==> config.mk <==
export PLATFORM = sky130hd
export DESIGN_NAME = gray_step_monitor
export DESIGN_NICKNAME = d
export VERILOG_FILES = /design/src/rtl/gray_pkg.sv /design/src/rtl/gray2bin_n.sv /design/src/rtl/gray_step_monitor.sv
export SDC_FILE = /design/constraint.sdc
export NUM_CORES = 1
export LEC_CHECK = 0
export BUFFER_PORTS_ARGS = -buffer_cell sky130_fd_sc_hd__clkbuf_2
export CAP_MARGIN = 20
export CORE_ASPECT_RATIO = 0.9
export CORE_MARGIN = 2
export CORE_UTILIZATION = 40
export DETAILED_ROUTE_END_ITERATION = 16
export GPL_ROUTABILITY_DRIVEN = 0
export PLACE_DENSITY = 0.66
export SYNTH_ARGS = -nofsm -noshare
export SYNTH_HDL_FRONTEND = slang
export SYNTH_SLANG_ARGS = --single-unit
==> constraint.sdc <==
create_clock -name clk -period 3.75 [get_ports clk]
set_input_delay 0.75 -clock clk [delete_from_list [all_inputs] [get_ports clk]]
set_output_delay 0.75 -clock clk [all_outputs]
set_load 0.005 [all_outputs]
==> src/rtl/gray_pkg.sv <==
// rtl/gray_pkg.sv - shared types and constants for the Gray-stream step monitor
package gray_pkg;

  typedef enum logic [1:0] {
    IDLE,
    TRACK,
    FAULT
  } gs_state_t;

  localparam int GS_CNT_W = 8;
  localparam logic [GS_CNT_W-1:0] GS_CNT_MAX = 8'hFF;

  function automatic logic [GS_CNT_W-1:0] gs_sat_inc(input logic [GS_CNT_W-1:0] v);
    return (v == GS_CNT_MAX) ? v : v + GS_CNT_W'(1);
  endfunction

endpackage

==> src/rtl/gray2bin_n.sv <==
// rtl/gray2bin_n.sv - combinational WIDTH-bit Gray to binary decoder
module gray2bin_n #(
  parameter int WIDTH = 4
) (
  input  logic [WIDTH-1:0] gray,
  output logic [WIDTH-1:0] bin
);

  // Each binary bit is the XOR of all Gray bits at or above its position.
  always_comb begin
    bin = '0;
    for (int i = 0; i < WIDTH; i++) begin
      bin[i] = ^(gray >> i);
    end
  end

endmodule

==> src/rtl/gray_step_monitor.sv <==
// rtl/gray_step_monitor.sv - decodes a Gray sample stream, classifies each step
// and escalates repeated illegal jumps into a sticky fault state
module gray_step_monitor
  import gray_pkg::*;
#(
  parameter int WIDTH     = 4,
  parameter int ERR_LIMIT = 3
) (
  input  logic                clk,
  input  logic                rst,
  input  logic                clr,
  input  logic                in_valid,
  input  logic [WIDTH-1:0]    gray_in,
  output logic [WIDTH-1:0]    bin_out,
  output logic                step_up,
  output logic                step_dn,
  output logic                jump_err,
  output logic                locked,
  output logic                fault,
  output logic [GS_CNT_W-1:0] step_count,
  output logic [GS_CNT_W-1:0] err_count
);

  localparam logic [3:0]       ERR_LIM = 4'(ERR_LIMIT);
  localparam logic [WIDTH-1:0] D_UP    = WIDTH'(1);
  localparam logic [WIDTH-1:0] D_DN    = '1;

  gs_state_t           state_q, state_d;
  logic [WIDTH-1:0]    prev_bin_q, prev_bin_d;
  logic [WIDTH-1:0]    bin_out_q, bin_out_d;
  logic                step_up_q, step_up_d;
  logic                step_dn_q, step_dn_d;
  logic                jump_err_q, jump_err_d;
  logic                locked_q, locked_d;
  logic                fault_q, fault_d;
  logic [GS_CNT_W-1:0] step_count_q, step_count_d;
  logic [GS_CNT_W-1:0] err_count_q, err_count_d;
  logic [3:0]          consec_q, consec_d;

  logic [WIDTH-1:0]    cur_bin;
  logic [WIDTH-1:0]    diff;

  gray2bin_n #(.WIDTH(WIDTH)) u_dec (
    .gray (gray_in),
    .bin  (cur_bin)
  );

  assign diff = cur_bin - prev_bin_q;

  always_comb begin
    state_d      = state_q;
    prev_bin_d   = prev_bin_q;
    bin_out_d    = bin_out_q;
    step_up_d    = 1'b0;
    step_dn_d    = 1'b0;
    jump_err_d   = 1'b0;
    locked_d     = locked_q;
    fault_d      = fault_q;
    step_count_d = step_count_q;
    err_count_d  = err_count_q;
    consec_d     = consec_q;

    if (clr) begin
      // Soft clear drops any concurrent sample and restarts tracking.
      state_d      = IDLE;
      locked_d     = 1'b0;
      fault_d      = 1'b0;
      step_count_d = '0;
      err_count_d  = '0;
      consec_d     = '0;
    end else if (in_valid) begin
      prev_bin_d = cur_bin;
      bin_out_d  = cur_bin;
      unique case (state_q)
        IDLE: begin
          state_d  = TRACK;
          locked_d = 1'b1;
        end
        TRACK: begin
          if (diff == D_UP || diff == D_DN) begin
            step_up_d    = (diff == D_UP);
            step_dn_d    = (diff == D_DN);
            step_count_d = gs_sat_inc(step_count_q);
            consec_d     = '0;
          end else if (diff != '0) begin
            jump_err_d  = 1'b1;
            err_count_d = gs_sat_inc(err_count_q);
            consec_d    = consec_q + 4'd1;
            if (consec_d >= ERR_LIM) begin
              state_d  = FAULT;
              locked_d = 1'b0;
              fault_d  = 1'b1;
            end
          end
        end
        FAULT: begin
          // Sticky: keep decoding, but no pulses or count changes.
        end
        default: state_d = IDLE;
      endcase
    end
  end

  always_ff @(posedge clk) begin
    if (rst) begin
      state_q      <= IDLE;
      prev_bin_q   <= '0;
      bin_out_q    <= '0;
      step_up_q    <= 1'b0;
      step_dn_q    <= 1'b0;
      jump_err_q   <= 1'b0;
      locked_q     <= 1'b0;
      fault_q      <= 1'b0;
      step_count_q <= '0;
      err_count_q  <= '0;
      consec_q     <= '0;
    end else begin
      state_q      <= state_d;
      prev_bin_q   <= prev_bin_d;
      bin_out_q    <= bin_out_d;
      step_up_q    <= step_up_d;
      step_dn_q    <= step_dn_d;
      jump_err_q   <= jump_err_d;
      locked_q     <= locked_d;
      fault_q      <= fault_d;
      step_count_q <= step_count_d;
      err_count_q  <= err_count_d;
      consec_q     <= consec_d;
    end
  end

  assign bin_out    = bin_out_q;
  assign step_up    = step_up_q;
  assign step_dn    = step_dn_q;
  assign jump_err   = jump_err_q;
  assign locked     = locked_q;
  assign fault      = fault_q;
  assign step_count = step_count_q;
  assign err_count  = err_count_q;

endmodule

==> results.md <==
- The register bit count reported by yosys is 31.
- The root buffer cell is clkbuf_8.
- Before antenna repair, the detailed router went through 4 iterations.
- The internal power component is 548.3 µW.
- The number of nets handed over by synthesis was 205.
- The clock slew at the register clock pins of the worst setup and hold paths is around 0.060 ns.
- The number of slew-limit violations in the final report was 0.
- The total power of the final layout is 739.9 µW.
- The floorplan die area is 4660 µm².
- Counting every sink on the clock net gives 31.
- In this run, the number of DRC markers left after iteration 0 of detailed routing was 51.
- dfxtp_1 takes more of the synthesized area than any other cell.
- Together, buffers and inverters on the worst path number 2.
- The setup slack on the worst flop-to-flop path is 1.24 ns.
- The first global-routing pass estimated 5.775 mm of wire.
- The biggest cell delay along the critical path is 0.39 ns.
- The number of gates on the worst path with buffers counted is 13.
- The post-cts sizing count is 0.
- The warning count from the yosys run is 0.
- From bottom edge to top edge, the die measures 64.96 µm.
- The share of the cycle needed by the critical path after routing is 90.53%.
- The total routing usage reported by global routing is 15.79%.
- The area of the core region is about 4000 µm².
- By startpoint and endpoint, the worst setup path is classified as input port to flop.
- The run finished with clean final reports.
- The path class of the tightest hold or removal check is flop to flop.
- For the worst-skew pair, the clock arrives at the later sink with an insertion delay of around 0.28 ns.
- By area the synthesized netlist is led by dfxtp_1 (38%), ha_1 (5.3%), nor2_1 (4.3%).
- Each instance of the synthesized netlist takes up on average just under 9 µm².
- Setup repair after global routing left no endpoint under its margin.
- The via density per instance is 5.308.
- The clock skew is 0.004913 ns.
- The number of antenna diodes in the final layout is 0.
- The highest routed metal layer is met4.
- Walking the worst path, the cells encountered are clkbuf_2 > xnor2_1 > xnor2_1 > xnor2_1 > ha_1 > inv_1 > fa_1 > xor2_1 > nand2_1 > nand4b_1 > and2_4 > a211o_1 > a21oi_2.
- The worst supply voltage drop on vdd is 0.0002100 V.
- After layout, the minimum clock period comes to 3.395 ns.
- The mapped cell area is roughly 1700 µm².
- Buffers inserted during clock tree synthesis total 5.
- The most numerous cell on the critical path is xnor2_1.
- Data arrives at the worst endpoint at 3.61 ns.
- The required arrival time at the worst endpoint is approximately 4 ns.
- For the pin with the worst max-slew slack, the measured transition is 0.7373 ns.
- The slowest stage of the critical path belongs to the cell xnor2_1.
- After legalization and detailed placement, the total HPWL measured ~2.4 mm.
- The number of max-capacitance violations reported is 0.
- The H-tree was split into 2 levels.
- Net switching is 25.90% of the power.
- The total detailed-routing wirelength is between 3 and 4 mm.
- For this block, wires on met1 add up to 1.658 mm.
- The largest driver fanout on the critical path is 7.
- The path depth of the worst reg2reg path is 8.
- The number of nets with antenna violations after routing is 0.
- The hold path depth is 2.
- Of the cells placed in the final design, the portion with a size suffix greater than 1 is between 20% and 30%.
- After detailed routing, the number of remaining DRC violations is 0.
- After technology mapping, the gate count stands at 189.
- After clock tree synthesis, the setup repair step added 0 buffers.
- For the final routed database, the setup TNS stands at 0 ns.
- Entering global routing, the biggest net connects 17 pins.
- The setup violation total in the final timing report is 0.
- The fraction of power consumed by sequential logic is 45.9%.
- The sum of met3 wire segment lengths after detailed routing is roughly 150 µm.
- Sequential elements use 37.58% of the synthesized area.
- The number of global-route vias before repair is 1,263.
- The number of antenna violations at the first check in global routing is 0.
- The number of hold buffers added after CTS was 0.
- The leakage power figure is 0.0008321 µW.
- The proportion of power drawn by combinational gates is 15.4%.
- Dividing total power by cell area gives a power density of 379.1 nW/µm².
- The startpoint type of the worst setup path is an input port.
- The net switching power is roughly 190 µW.
- 33 I/O pins were placed.
- The kind of cell adding the most delay to the critical path is XOR/XNOR gates.
- Measured against its own limit, the worst slew margin works out to roughly half.
- The top-area cell type share of the netlist area is 37.58%.
- The site row count is 22.
- Once the floorplan was initialized, standard cells occupied 41.10% of the core.
- TritonCTS built the clock tree.
- The routed design uses 1.438 mm of met2 wire.
- The timing-limited maximum frequency is approximately 290 MHz.
- After the last flow step, the layout net total stands at 240.
- Once placement completed, the tool counted placed cells totaling 265.
- The critical path capture point type is a flop.
- The overall die width is 71.73 µm.
- The total count of hold-check failures in the final report is 0.
- The share of total power in the clock network is 38.7%.
- Relative to the synthesized area, the layout overhead comes to 18.18%.
- The count of cell types in the netlist is 48.
- After detailed routing, the average wire length per cell comes to around 12 µm.
- Excluding fillers, the count of instances in the completed layout stands at 273.
- For this run the aggregate overflow at the end of global routing stands at 0.
- Buffers placed on the I/O ports in this run total 32.
- Measured on the finished design, the core utilization comes to 48.57%.
- The detailed router placed between 1,000 and 1,500 vias in this run.
- The maximum clock insertion buffer count is 2.
[state kept, by name, indices dropped and copies added, names as in the netlist]
register and count:
fault 1, step_dn 1, jump_err 1, locked 1, step_up 1, consec_q 4, err_count 8, step_count 8
state_q 2, bin_out 4
[cell type report]
| cell class | count | area, µm² |
|---|---|---|
| timing repair buffer | 34 | 175.2 |
| inverter | 9 | 33.78 |
| sequential | 31 | 620.6 |
| multi-input combinational | 143 | 962.2 |
| tap | 48 | 60.06 |
| clock buffer | 8 | 100.1 |
| fill | 431 | 2067 |
[layer usage]
metal / vias up / GRT usage (%)
li1: 751 / -
met1: 665 / 20.53
met2: 28 / 24.77
met3: 5 / 4.666
met4: 0 / 5.660
met5: - / 0
[final timing paths]
check                                             endpoint                     from
worst max register to register  step_count[2]$_SDFFE_PP0P_  bin_out[2]$_SDFFE_PP0P_
worst min-delay path                    fault$_SDFFE_PP0P_       fault$_SDFFE_PP0P_
worst max-delay path               state_q[0]$_SDFFE_PP0P_               gray_in[3]
worst min register to register          fault$_SDFFE_PP0P_       fault$_SDFFE_PP0P_
[per-stage QoR]
stage	hold slack (ns)	worst slack (ns)	instance area, µm²
2_1_floorplan	0.4421	0.4280	1652
3_5_place_dp	0.4427	0.05444	1852
6_report	0.4531	0.3551	1952
3_3_place_gp	0.4359	0.1422	1852
5_1_grt	0.4888	0.03236	1952
4_1_cts	0.4536	0.3513	1952
[worst min-delay path: stages (launching register included)]
cell and delay, ns:
dfxtp_1 0.31, inv_1 0.05, a21oi_1 0.05
[placed cells by master, fill, tap and decap left out, drive strengths merged, types with 6 or more instances in the layout]
cell type / netlist / routed
a21oi: 9 / 9
and3: 6 / 6
clkbuf: 2 / 40
dfxtp: 31 / 31
ha: 7 / 7
inv: 9 / 9
mux2i: 6 / 6
nand2: 17 / 17
nand3: 7 / 7
nand4: 7 / 7
nor2: 19 / 19
o21ai: 7 / 7
or3: 8 / 8
[power by group through the flow]
stage | clock network (µW) | logic, µW | registers (µW)
finish | 286 | 114 | 339
global route | 313 | 129 | 340
CTS | 296 | 115 | 339
detailed placement | 0 | 115 | 347
global placement | 0 | 114 | 347
floorplan | 0 | 90.1 | 346
[logic make-up after synthesis]
kind of cell | share of synthesized area [%]
flops | 37.58
buf+inv | 4.166
xor+xnor | 5.303
fa+ha+maj | 6.515
simple gates | 28.26
mux | 3.637
compound gates | 14.55
[Yosys cell counts, drive strengths merged]
| cell type | instances |
|---|---|
| dfxtp | 31 |
| nor2 | 19 |
| nand2 | 17 |
| a21oi | 9 |
| inv | 9 |
| or3 | 8 |
| ha | 7 |
| nand3 | 7 |
| nand4 | 7 |
| o21ai | 7 |
| and3 | 6 |
| mux2i | 6 |
| nor3 | 5 |
| xnor2 | 5 |
| xor2 | 5 |
| a211oi | 4 |
| buf | 4 |
| a31oi | 3 |
| nor2b | 3 |
| or2 | 3 |
| a211o | 2 |
| a221o | 2 |
| and2 | 2 |
| and3b | 2 |
| clkbuf | 2 |
| nand4b | 2 |
| nor4 | 2 |
| a21boi | 1 |
| a21o | 1 |
| a311oi | 1 |
| a31o | 1 |
| a41oi | 1 |
| fa | 1 |
| nor3b | 1 |
| nor4b | 1 |
| o2bb2ai | 1 |
| o41ai | 1 |
No activity file was read; power rests on OpenSTA's default activity.
